### src/rtl/page_select_ctrl_if.sv
// Bus between the page selector and its surroundings: raw buttons and pages in, display word and page index out.
// auto_mode is present only when AUTO_SCROLL_EN is defined.
interface page_select_ctrl_if #(
  parameter int NUM_PAGES = 3,
  parameter int DATA_W    = 32
);
  localparam int PAGE_W = $clog2(NUM_PAGES);

  logic                        btn_next;
  logic                        btn_prev;
  logic                        btn_home;
  logic [NUM_PAGES*DATA_W-1:0] page_in;
`ifdef AUTO_SCROLL_EN
  logic                        auto_mode;
`endif
  logic [DATA_W-1:0]           N;
  logic [PAGE_W-1:0]           status;
  logic                        page_changed;

  modport master (
    output btn_next, btn_prev, btn_home, page_in,
`ifdef AUTO_SCROLL_EN
    output auto_mode,
`endif
    input  N, status, page_changed
  );

  modport slave (
    input  btn_next, btn_prev, btn_home, page_in,
`ifdef AUTO_SCROLL_EN
    input  auto_mode,
`endif
    output N, status, page_changed
  );
endinterface

### src/rtl/page_select_ctrl.sv
// Display page selector: synchronised, debounced next/prev/home buttons pick one of NUM_PAGES words for N.
// Optional timed auto-scroll is built when AUTO_SCROLL_EN is defined.
module page_select_ctrl #(
  parameter int NUM_PAGES    = 3,
  parameter int DATA_W       = 32,
  parameter int DEBOUNCE_CYC = 16,
  parameter int SCROLL_CYC   = 50000000
) (
  input  logic             clk,
  input  logic             rst,
  page_select_ctrl_if.slave bus
);
  localparam int PAGE_W = $clog2(NUM_PAGES);
  localparam int CNT_W  = $clog2(DEBOUNCE_CYC + 1);
  localparam logic [CNT_W-1:0]  CNT_LAST  = CNT_W'(DEBOUNCE_CYC - 1);
  localparam logic [PAGE_W-1:0] LAST_PAGE = PAGE_W'(NUM_PAGES - 1);

  typedef enum logic [1:0] {IDLE, CHK_H, HELD, CHK_L} db_state_t;

  // Button order: 0 = next, 1 = prev, 2 = home
  logic [2:0] raw;
  logic [2:0] ev;

  assign raw = {bus.btn_home, bus.btn_prev, bus.btn_next};

  for (genvar b = 0; b < 3; b++) begin : g_btn
    logic             sync1;
    logic             sync2;
    db_state_t        state;
    logic [CNT_W-1:0] cnt;
    logic             ev_q;

    always_ff @(posedge clk or posedge rst) begin
      if (rst) begin
        sync1 <= 1'b0;
        sync2 <= 1'b0;
      end else begin
        sync1 <= raw[b];
        sync2 <= sync1;
      end
    end

    // The cycle that leaves IDLE/HELD already counts as the first stable cycle
    always_ff @(posedge clk or posedge rst) begin
      if (rst) begin
        state <= IDLE;
        cnt   <= '0;
        ev_q  <= 1'b0;
      end else begin
        ev_q <= 1'b0;
        case (state)
          IDLE: begin
            if (sync2) begin
              if (DEBOUNCE_CYC == 1) begin
                state <= HELD;
                ev_q  <= 1'b1;
              end else begin
                state <= CHK_H;
                cnt   <= CNT_W'(1);
              end
            end
          end
          CHK_H: begin
            if (!sync2) begin
              state <= IDLE;
            end else if (cnt == CNT_LAST) begin
              state <= HELD;
              ev_q  <= 1'b1;
            end else begin
              cnt <= cnt + 1'b1;
            end
          end
          HELD: begin
            if (!sync2) begin
              if (DEBOUNCE_CYC == 1) begin
                state <= IDLE;
              end else begin
                state <= CHK_L;
                cnt   <= CNT_W'(1);
              end
            end
          end
          CHK_L: begin
            if (sync2) begin
              state <= HELD;
            end else if (cnt == CNT_LAST) begin
              state <= IDLE;
            end else begin
              cnt <= cnt + 1'b1;
            end
          end
          default: state <= IDLE;
        endcase
      end
    end

    assign ev[b] = ev_q;
  end

  logic              any_ev;
  logic              tick;
  logic [PAGE_W-1:0] status_q;
  logic [PAGE_W-1:0] status_d;
  logic [PAGE_W-1:0] status_inc;
  logic [PAGE_W-1:0] status_dec;
  logic              changed_q;
  logic [DATA_W-1:0] n_q;
  logic [DATA_W-1:0] page_sel;

  assign any_ev = |ev;

`ifdef AUTO_SCROLL_EN
  localparam int TMR_W = (SCROLL_CYC > 1) ? $clog2(SCROLL_CYC) : 1;
  localparam logic [TMR_W-1:0] TMR_LAST = TMR_W'(SCROLL_CYC - 1);

  logic [TMR_W-1:0] timer;

  // Button events win over a coinciding expiry, which is then lost
  assign tick = bus.auto_mode && !any_ev && (timer == TMR_LAST);

  always_ff @(posedge clk or posedge rst) begin
    if (rst) begin
      timer <= '0;
    end else if (any_ev || !bus.auto_mode || timer == TMR_LAST) begin
      timer <= '0;
    end else begin
      timer <= timer + 1'b1;
    end
  end
`else
  assign tick = 1'b0;
`endif

  assign status_inc = (status_q == LAST_PAGE) ? '0 : status_q + 1'b1;
  assign status_dec = (status_q == '0) ? LAST_PAGE : status_q - 1'b1;

  always_comb begin
    status_d = status_q;
    if (ev[2]) begin
      status_d = '0;
    end else if (ev[0]) begin
      status_d = status_inc;
    end else if (ev[1]) begin
      status_d = status_dec;
    end else if (tick) begin
      status_d = status_inc;
    end
  end

  // Compare-based mux keeps every read inside the legal page range
  always_comb begin
    page_sel = '0;
    for (int unsigned k = 0; k < NUM_PAGES; k++) begin
      if (status_q == PAGE_W'(k)) begin
        page_sel = bus.page_in[k*DATA_W +: DATA_W];
      end
    end
  end

  always_ff @(posedge clk or posedge rst) begin
    if (rst) begin
      status_q  <= '0;
      changed_q <= 1'b0;
      n_q       <= '0;
    end else begin
      status_q  <= status_d;
      changed_q <= (status_d != status_q);
      n_q       <= page_sel;
    end
  end

  assign bus.status       = status_q;
  assign bus.page_changed = changed_q;
  assign bus.N            = n_q;
endmodule
### src/flat_wrapper.sv
// flat-port wrapper written by rule: the top's interface ports become plain ports
module page_select_ctrl_flat 
#(
  parameter int NUM_PAGES    = 3,
  parameter int DATA_W       = 32,
  parameter int DEBOUNCE_CYC = 16,
  parameter int SCROLL_CYC   = 50000000
)
  (clk, rst, bus_btn_next, bus_btn_prev, bus_btn_home, bus_page_in, bus_N, bus_status, bus_page_changed);
  page_select_ctrl_if #(.NUM_PAGES(NUM_PAGES), .DATA_W(DATA_W)) bus_i ();
  input  logic clk;
  input  logic rst;
  input wire logic [$bits(bus_i.btn_next)-1:0] bus_btn_next;
  input wire logic [$bits(bus_i.btn_prev)-1:0] bus_btn_prev;
  input wire logic [$bits(bus_i.btn_home)-1:0] bus_btn_home;
  input wire logic [$bits(bus_i.page_in)-1:0] bus_page_in;
  output wire logic [$bits(bus_i.N)-1:0] bus_N;
  output wire logic [$bits(bus_i.status)-1:0] bus_status;
  output wire logic [$bits(bus_i.page_changed)-1:0] bus_page_changed;
  assign bus_i.btn_next = bus_btn_next;
  assign bus_i.btn_prev = bus_btn_prev;
  assign bus_i.btn_home = bus_btn_home;
  assign bus_i.page_in = bus_page_in;
  assign bus_N = bus_i.N;
  assign bus_status = bus_i.status;
  assign bus_page_changed = bus_i.page_changed;
  page_select_ctrl #(.NUM_PAGES(NUM_PAGES), .DATA_W(DATA_W), .DEBOUNCE_CYC(DEBOUNCE_CYC), .SCROLL_CYC(SCROLL_CYC)) u_core (.clk(clk), .rst(rst), .bus(bus_i));
endmodule
### config.mk
export PLATFORM = sky130hd
export DESIGN_NAME = page_select_ctrl_flat
export DESIGN_NICKNAME = d
export VERILOG_FILES = /design/src/rtl/page_select_ctrl_if.sv /design/src/rtl/page_select_ctrl.sv /design/src/flat_wrapper.sv
export SDC_FILE = /design/constraint.sdc
export NUM_CORES = 1
export LEC_CHECK = 0
export CAP_MARGIN = 20
export CORE_MARGIN = 1
export CORE_UTILIZATION = 48
export CTS_BUF_LIST = sky130_fd_sc_hd__clkbuf_8
export DETAILED_ROUTE_END_ITERATION = 10
export PLACE_DENSITY = 0.95
export SLEW_MARGIN = 5
export SYNTH_ARGS = -nofsm -noshare
export SYNTH_HDL_FRONTEND = slang
export SYNTH_SLANG_ARGS = --single-unit
### constraint.sdc
create_clock -name clk -period 6.7 [get_ports clk]
set_clock_uncertainty 0.1 [all_clocks]
set_input_delay 1.34 -clock clk [delete_from_list [all_inputs] [get_ports clk]]
set_output_delay 1.34 -clock clk [all_outputs]
set_load 0.01 [all_outputs]
Word-level counts from Yosys, hierarchy flattened
Index checks and enable logic that the tools add are counted.

Multiplexer cells: 56. Multipliers: 0. Reductions and logical operators: 10. Add/subtract/negate cells: 5. Order comparisons: 0. Equality and inequality tests: 33. Div/mod/pow operators: 0. Shifts and indexed selects: 0. Bitwise logic cells: 0.

Operators with widths (count): $mux 32 (3); $mux 5 (15); $pmux 5 s4 (3); $mux 2 (23); $pmux 2 s4 (3); $reduce_and 4->1 (6); $add 5x1->5 const B (3); $eq 5x4->1 const B (3); $eq 2x2->1 const B (7); $ne 2x1->1 const B (6); $ne 2x2->1 const B (6); $mux 1 (9); $ne 3x1->1 const B (3); $ne 3x3->1 const B (3); $eq 2x1->1 const B (4); $logic_not 2->1 (4); $add 2x1->2 const B (1); $ne 2x2->1 (1); $sub 2x1->2 const B (1).

Bits in latches: 0. Output and inout bits: 35. ROM bits: 0. Bits of input ports: 101. Memories kept: 0. Flip-flop bits (word level): 65. RAM bits: 0. Logic and storage cells: 122.

Depth between registers and ports, before layout
Gate-level depths: netlist (run 1).

Word-level depth: 6. Gate-level depth with buffers: 7.

Least setup slack after synthesis (run 1)
No wires, ideal clock.

Kind: register -> register. Start: register u_core.g_btn[0].cnt[0]. End: register u_core.g_btn[0].cnt[0]. Period minus slack after synthesis: 1.955 ns. Setup slack: 4.745 ns. Cell stages (with the launch flop): 8. Arrival time: 1.730 ns. Cell sequence: dfrtp_1 -> ha_1 -> and3_1 -> ha_1 -> and2_1 -> or2_4 -> inv_2 -> mux2_4.

Cells in the longest elaborated chain, start to end: 4.

Ends and longest elaborated chain: start: declaration (RTL line page_select_ctrl.sv:30) `logic [CNT_W-1:0] cnt;`; start signal: assignment (RTL line page_select_ctrl.sv:70) `cnt <= cnt + 1'b1;`; start signal: assignment (RTL line page_select_ctrl.sv:89) `cnt <= cnt + 1'b1;`; $add 5x1->5 or $eq 5x4->1 (tied branches); $mux 5 * (RTL line page_select_ctrl.sv:66, page_select_ctrl.sv:86); $mux 5, on equally long branches (RTL line page_select_ctrl.sv:84, page_select_ctrl.sv:64); $pmux 5 s4 * (RTL line page_select_ctrl.sv:51) `case (state)`.

Every way passes the cells marked *; elsewhere a longest branch is shown, timed or not. The select of a mux whose other input is x is not followed. A chain may end at the register's enable or synchronous reset.

Final worst setup path (run 1)
Start: register u_core.status_q[0] (netlist: u_core.bus.status[0]). End: output bus_status[0].

RTL lines: start: declaration (RTL line page_select_ctrl.sv:102) `logic [PAGE_W-1:0] status_q;`; start signal: assignment (RTL line page_select_ctrl.sv:166) `status_q <= status_d;`; end: declaration (RTL line flat_wrapper.sv:18) `output wire logic [$bits(bus_i.status)-1:0] bus_status;`.

No word-level cell between the ends.

==> results_dict.tcl, run 1 <==
set metrics [dict create \
    dr.pass1.iters 7 \
    dp_hpwl_mm 5.88 \
    drive_gt1_share_pct 6.68 \
    status "finished with violations" \
    setup_viol 0 \
    critPathBufInv 1 \
    area_growth_pct 48.5 \
    nNetsFinal 573 \
    critPathRequiredTime_ps 5260 \
    cpMaxStageDelayCell "clkdlybuf4s50_1" \
    syn_inst 333 \
    ys.flop_type "dfrtp_1" \
    rsz0062_at_grt "false" \
    synth_top_cells_by_count "dfrtp_1 (65), nand2_1 (48), a21oi_1 (40)" \
    hold_viol 0 \
    die_w_um 85.0 \
    place_congestion 0.851 \
    maxCapViolCount 0 \
    startpoint_type "flop" \
    clk_pin_slew_ps 80 \
    syn_nets 447 \
    antenna_found_initial 0 \
    synthArstFlopShare_pct 100 \
    die_h_um 85.0 \
    crit_type "flop to primary output" \
    root_buffer "clkbuf_8" \
    io_pins 136 \
    cts_hold_buf 0 \
    yosysTopAreaCellShare_pct 49.2 \
    tns_ps 0 \
    worstPathCellList "clkdlybuf4s50_1" \
    overflow 0 \
    cp_max_fo 7 \
    cts_tree "done" \
    clock_sinks 65 \
    synth_top_cell_by_area "dfrtp_1" \
    fin_crit_sh_pct 42.2 \
    cp_top_family "buffers and inverters" \
    grt_pass1_vias 3013 \
    report.power.total_w 0.00156 \
    synth-seq-cells 65 \
    peakVddDrop_mv 0.194 \
    hold_class "flop to flop" \
    row_count 29 \
    cts_resized 0 \
    wire_per_inst_um 15.6 \
    drt-initial-drc-count 188 \
    vias_per_cell 5.42 \
    cp_slowest_stage_delay_ps 580 \
    end_kind "primary output" \
    rr_startpoint "u_core.bus.status[0]$_DFF_PP0_" \
    drt-total-wl_mm 8.43 \
    worstSkewPairLatency_ps 350 \
    violations "DRC" \
    max_freq_mhz 354 \
    clk_path_buf_depth 2 \
    netlist_area_mm2 0.00330 \
    yosys_warnings 0 \
    grt_pass1_wl_mm 13.6 \
    p_leak_nw 2.06 \
    synth_edf_count 0 \
    hp-start "u_core.g_btn[1].sync1$_DFF_PP0_" \
    cts_made_buffers 9 \
    diodes 0 \
    start_util_pct 50.9 \
    synth.distinct_cells 45 \
    grt_max_degree 66 \
    slew_violations 0 \
    synth_top_cells_by_area "dfrtp_1 (49%), and3b_1 (8.7%), a21oi_1 (6.1%)" \
    die-area_mm2 0.00722 \
    postCtsSetupBuffers 0 \
    drc 1 \
    core_mm2 0.00649 \
    avgSynthCellArea_um2 9.92 \
    startpoint "u_core.bus.status[0]$_DFF_PP0_" \
    grt_usage_pct 24.5 \
    period_needed_ps 2830 \
    slew_headroom_pct 30.6 \
    fin_hold_ws_ps 261 \
    crit_arrival_ps 1390 \
    num_vias 2932 \
    numPortBuffers 135 \
    yosysMostFrequentCell "dfrtp_1" \
    power_density_mw_per_mm2 318 \
    htreeDepth 3 \
    ant_nets 0 \
    yosysSeqAreaShare_pct 49.2 \
    worstMarginPinSlew_ps 1040 \
    fillers 391 \
]
-- state kept, by name, indices dropped and copies added (netlist names), named ones only --
name / cells
u_core.g_btn.cnt: 15
u_core.bus.status: 2
u_core.bus.page_changed: 1
u_core.g_btn.sync1: 3
u_core.g_btn.state: 3
u_core.bus.N: 32
u_core.g_btn.ev_q: 3
u_core.g_btn.sync2: 3
-- cell families (layout without fill, tap and decap cells) --
logic type               count (synthesis)  in the layout  share of synthesized area (%)
flip-flops                              65             65                           49.2
AND/OR/NAND/NOR                        114            114                           21.0
buffers and inverters                   33            164                           4.32
adder cells (fa/ha/maj)                 13             13                           4.92
multiplexers                             4              4                           1.44
AO/OA/AOI/OAI                          100            100                           17.6
XOR/XNOR                                 4              4                           1.51
-- through the flow --
step | instance area [um2] | worst slack [ps] | instances | util, %
4_1_cts | 4890 | 3860 | 540 | 75.3
3_3_place_gp | 4660 | 4150 | 524 | 71.8
3_5_place_dp | 4660 | 4120 | 524 | 71.8
6_report | 4910 | 3870 | 541 | 75.6
5_1_grt | 4910 | 3820 | 541 | 75.6
2_1_floorplan | 3300 | 3630 | 333 | -
-- final timing paths --
path / cells past startpoint / slack (ps) / end
worst max register to register: 5 / 4430 / u_core.bus.page_changed$_DFF_PP0_
max in group asynchronous: 3 / 4560 / u_core.bus.N[31]$_DFF_PP0_
min in group asynchronous: 3 / 1440 / u_core.g_btn[0].sync1$_DFF_PP0_
worst min register to register: 0 / 260 / u_core.g_btn[1].sync2$_DFF_PP0_
worst min-delay path: 0 / 260 / u_core.g_btn[1].sync2$_DFF_PP0_
worst max-delay path: 1 / 3870 / bus_status[0]
-- area by class of cell --
class	count	area, um2	share of cell area, %
multi-input combinational	235	1540	31.4
sequential	65	1630	33.1
timing repair buffer	137	1380	28.1
clock inverter	7	101	2.06
clock buffer	9	124	2.52
tap	77	96.3	1.96
inverter	11	41.3	0.841
-- placed cells by master (no fill, tap or decap), drive strengths merged, types with 2 or more instances in the layout --
master,Yosys,routed
and3,3,3
buf,8,2
nand3b,3,3
nor2b,4,4
nand3,3,3
nand4b,2,2
a211o,4,4
a21oi,40,40
and3b,33,33
clkdlybuf4s50,0,135
nor2,3,3
o31ai,4,4
mux2,3,3
nor3,4,4
xnor2,3,3
and2,2,2
nor3b,3,3
dfrtp,65,65
o21ai,38,38
or4b,2,2
a21o,2,2
bufinv,0,2
nand2,48,48
ha,13,13
a22o,5,5
inv,11,14
clkbuf,14,9
clkinvlp,0,2
-- power breakdown --
| part | internal (W) | leakage [nW] | switching [W] |
|---|---|---|---|
| registers | 0.000510 | 0.802 | 0.0000606 |
| clock network | 0.000213 | 0.107 | 0.000168 |
| logic | 0.000339 | 1.16 | 0.000273 |
| total | 0.00106 | 2.06 | 0.000501 |
-- routing by layer --
layer,part of all wire (%),global-route usage [%]
met4,2.8,12.3
met2,51,42.6
met1,39,27.5
met3,7.1,7.00
met5,0,0
No activity file was read; power rests on OpenSTA's default activity.
==> run 2, diff against run 1 <==
- CORE_UTILIZATION: 48 -> 40
- PLACE_DENSITY: 0.95 -> 0.88
- clock period: 6.7 -> 2.3 ns (I/O delays scaled with it)
==> run 2 against run 1 <==
- the flow now finishes without violations
- die area increased by 20%
- final cell count is 5.5% higher
- worst hold slack got worse by 11 ps
- sequential power rose to 2.9 times the previous value
- core utilization shrank 13 points
- routed wire length is 1.0% lower
- critical path type is now flop to flop
- register-to-register slack got worse by 4200 ps
- combinational power increased to 2.9 times the previous value
- worst setup slack worse by 3700 ps
- final area up 0.82%
==> results_dict.tcl, run 2 (synthesized netlist as in run 1, its figures left out) <==
set metrics [dict create \
    dp.cells 555 \
    cts_tree "done" \
    htreeDepth 3 \
    cp_top_family "simple AND/OR/NAND/NOR gates" \
    place_congestion 0.789 \
    fin_hold_ws_ps 251 \
    drive_gt1_share_pct 7.68 \
    grt_pass1_wl_mm 13.7 \
    max_freq_mhz 473 \
    cp_slowest_stage_delay_ps 430 \
    diodes 0 \
    cpMaxStageDelayCell "dfrtp_1" \
    wire_per_inst_um 14.6 \
    vias_per_cell 5.13 \
    crit_arrival_ps 2250 \
    die_h_um 92.9 \
    start_util_pct 42.1 \
    fin_crit_sh_pct 91.8 \
    clock_sinks 65 \
    dr.pass1.iters 4 \
    setup_viol 0 \
    clk_pin_slew_ps 90 \
    startpoint "u_core.g_btn[0].cnt[0]$_DFFE_PP0P_" \
    drt-initial-drc-count 141 \
    rr_worst_depth 7 \
    slew_violations 0 \
    clk_path_buf_depth 2 \
    postCtsSetupBuffers 0 \
    crit_top_cell "ha_1" \
    cts_resized 0 \
    hold_class "input port to async pin" \
    p_leak_nw 2.08 \
    fillers 647 \
    fin_ws_ps 188 \
    worstSkewPairLatency_ps 350 \
    power_density_mw_per_mm2 879 \
    root_buffer "clkbuf_8" \
    cts_made_buffers 9 \
    worstMarginPinSlew_ps 375 \
    startpoint_type "flop" \
    critPathBufInv 1 \
    dp_hpwl_mm 6.21 \
    ff2ff_setup_slack_ps 190 \
    grt_pass1_vias 2957 \
    area_growth_pct 49.8 \
    grt_max_degree 65 \
    die-area_mm2 0.00863 \
    drc 0 \
    peakVddDrop_mv 0.397 \
    period_needed_ps 2110 \
    grt_usage_pct 20.5 \
    path_depth 7 \
    overflow 0 \
    nNetsFinal 578 \
    slew_headroom_pct 75.0 \
    hold_viol 0 \
    io_pins 136 \
    crit_end "u_core.g_btn[0].cnt[0]$_DFFE_PP0P_" \
    dp_slack_ps 212 \
    largest_reg_flops 32 \
    fin_cells 571 \
    cts_hold_buf 0 \
    layout_common_cells "clkdlybuf4s50_1 (135), dfrtp_1 (65), nand2_1 (48)" \
    rsz0062_at_grt "false" \
    row_count 32 \
    numPortBuffers 135 \
    final_common_cell "clkdlybuf4s50_1" \
    critPathRequiredTime_ps 2430 \
    end_kind "flop" \
    ant_nets 0 \
    cp_max_fo 6 \
    core_mm2 0.00785 \
    antenna_found_initial 0 \
    rr_endpoint "u_core.g_btn[0].cnt[0]$_DFFE_PP0P_" \
    maxCapViolCount 0 \
    tns_ps 0 \
    rr_startpoint "u_core.g_btn[0].cnt[0]$_DFFE_PP0P_" \
    die_w_um 92.9 \
    status "finished clean" \
    crit_type "flop to flop" \
    num_vias 2931 \
    worstPathCellList "ha_1 > and3_1 > ha_1 > and2_1 > or2_4 > inv_2 > mux2_4" \
    drt-total-wl_mm 8.34 \
]
run 2: cell count changes in the layout (fill, tap and decap cells not counted), sizes merged:
cell,previous run,this run
inv,14,16
clkinv,0,1
buf,2,7
bufinv,2,0
clkinvlp,2,1
run 2: per-stage QoR:
| stage | cell area, um2 | power [W] | utilization, % |
|---|---|---|---|
| after floorplan | 3300 | 0.00251 | - |
| after global placement | 4760 | 0.00341 | 60.7 |
| after detailed placement | 4760 | 0.00347 | 60.7 |
| after CTS | 4950 | 0.00438 | 63.1 |
| after global routing | 4950 | 0.00462 | 63.1 |
| final | 4950 | 0.00435 | 63.1 |
run 2: how the worst min path moves through the flow:
stage / to / start / cells after the start / slack [ps]
final: u_core.bus.N[24]$_DFF_PP0_ / rst / 2 / 250
after global routing: u_core.bus.N[24]$_DFF_PP0_ / rst / 2 / 270
after CTS: u_core.bus.N[24]$_DFF_PP0_ / rst / 2 / 250
after detailed placement: u_core.g_btn[0].sync2$_DFF_PP0_ / u_core.g_btn[0].sync1$_DFF_PP0_ / 0 / 240
after global placement: u_core.g_btn[1].sync2$_DFF_PP0_ / u_core.g_btn[1].sync1$_DFF_PP0_ / 0 / 230
after floorplan: u_core.g_btn[0].sync2$_DFF_PP0_ / u_core.g_btn[0].sync1$_DFF_PP0_ / 0 / 230
run 2: routing by layer:
metal | GRT usage (%) | wire (um) | share of wire (%)
met5 | 0 | 0 | 0
met4 | 8.85 | 187 | 2.2
met3 | 7.88 | 657 | 7.9
met2 | 33.3 | 4120 | 49
met1 | 24.1 | 3370 | 40
run 2: power breakdown:
group | internal, W | switching (W)
sequential | 0.00149 | 0.000168
combinational | 0.000993 | 0.000793
clock | 0.000411 | 0.000499
total | 0.00289 | 0.00146
run 2: cell type report:
| type | instances | area (um2) | share of cell area, % |
|---|---|---|---|
| timing repair buffer | 142 | 1430 | 28.9 |
| sequential | 65 | 1630 | 32.9 |
| inverter | 11 | 41.3 | 0.834 |
| clock buffer | 9 | 124 | 2.50 |
| tap | 102 | 128 | 2.58 |
| clock inverter | 7 | 60.1 | 1.21 |
| multi-input combinational | 235 | 1540 | 31.1 |
run 2: worst register-to-register path: stages, from the launching register on:
cell	delay, ps
dfrtp_1	430
ha_1	250
and3_1	200
ha_1	190
and2_1	200
or2_4	280
inv_2	80
mux2_4	290
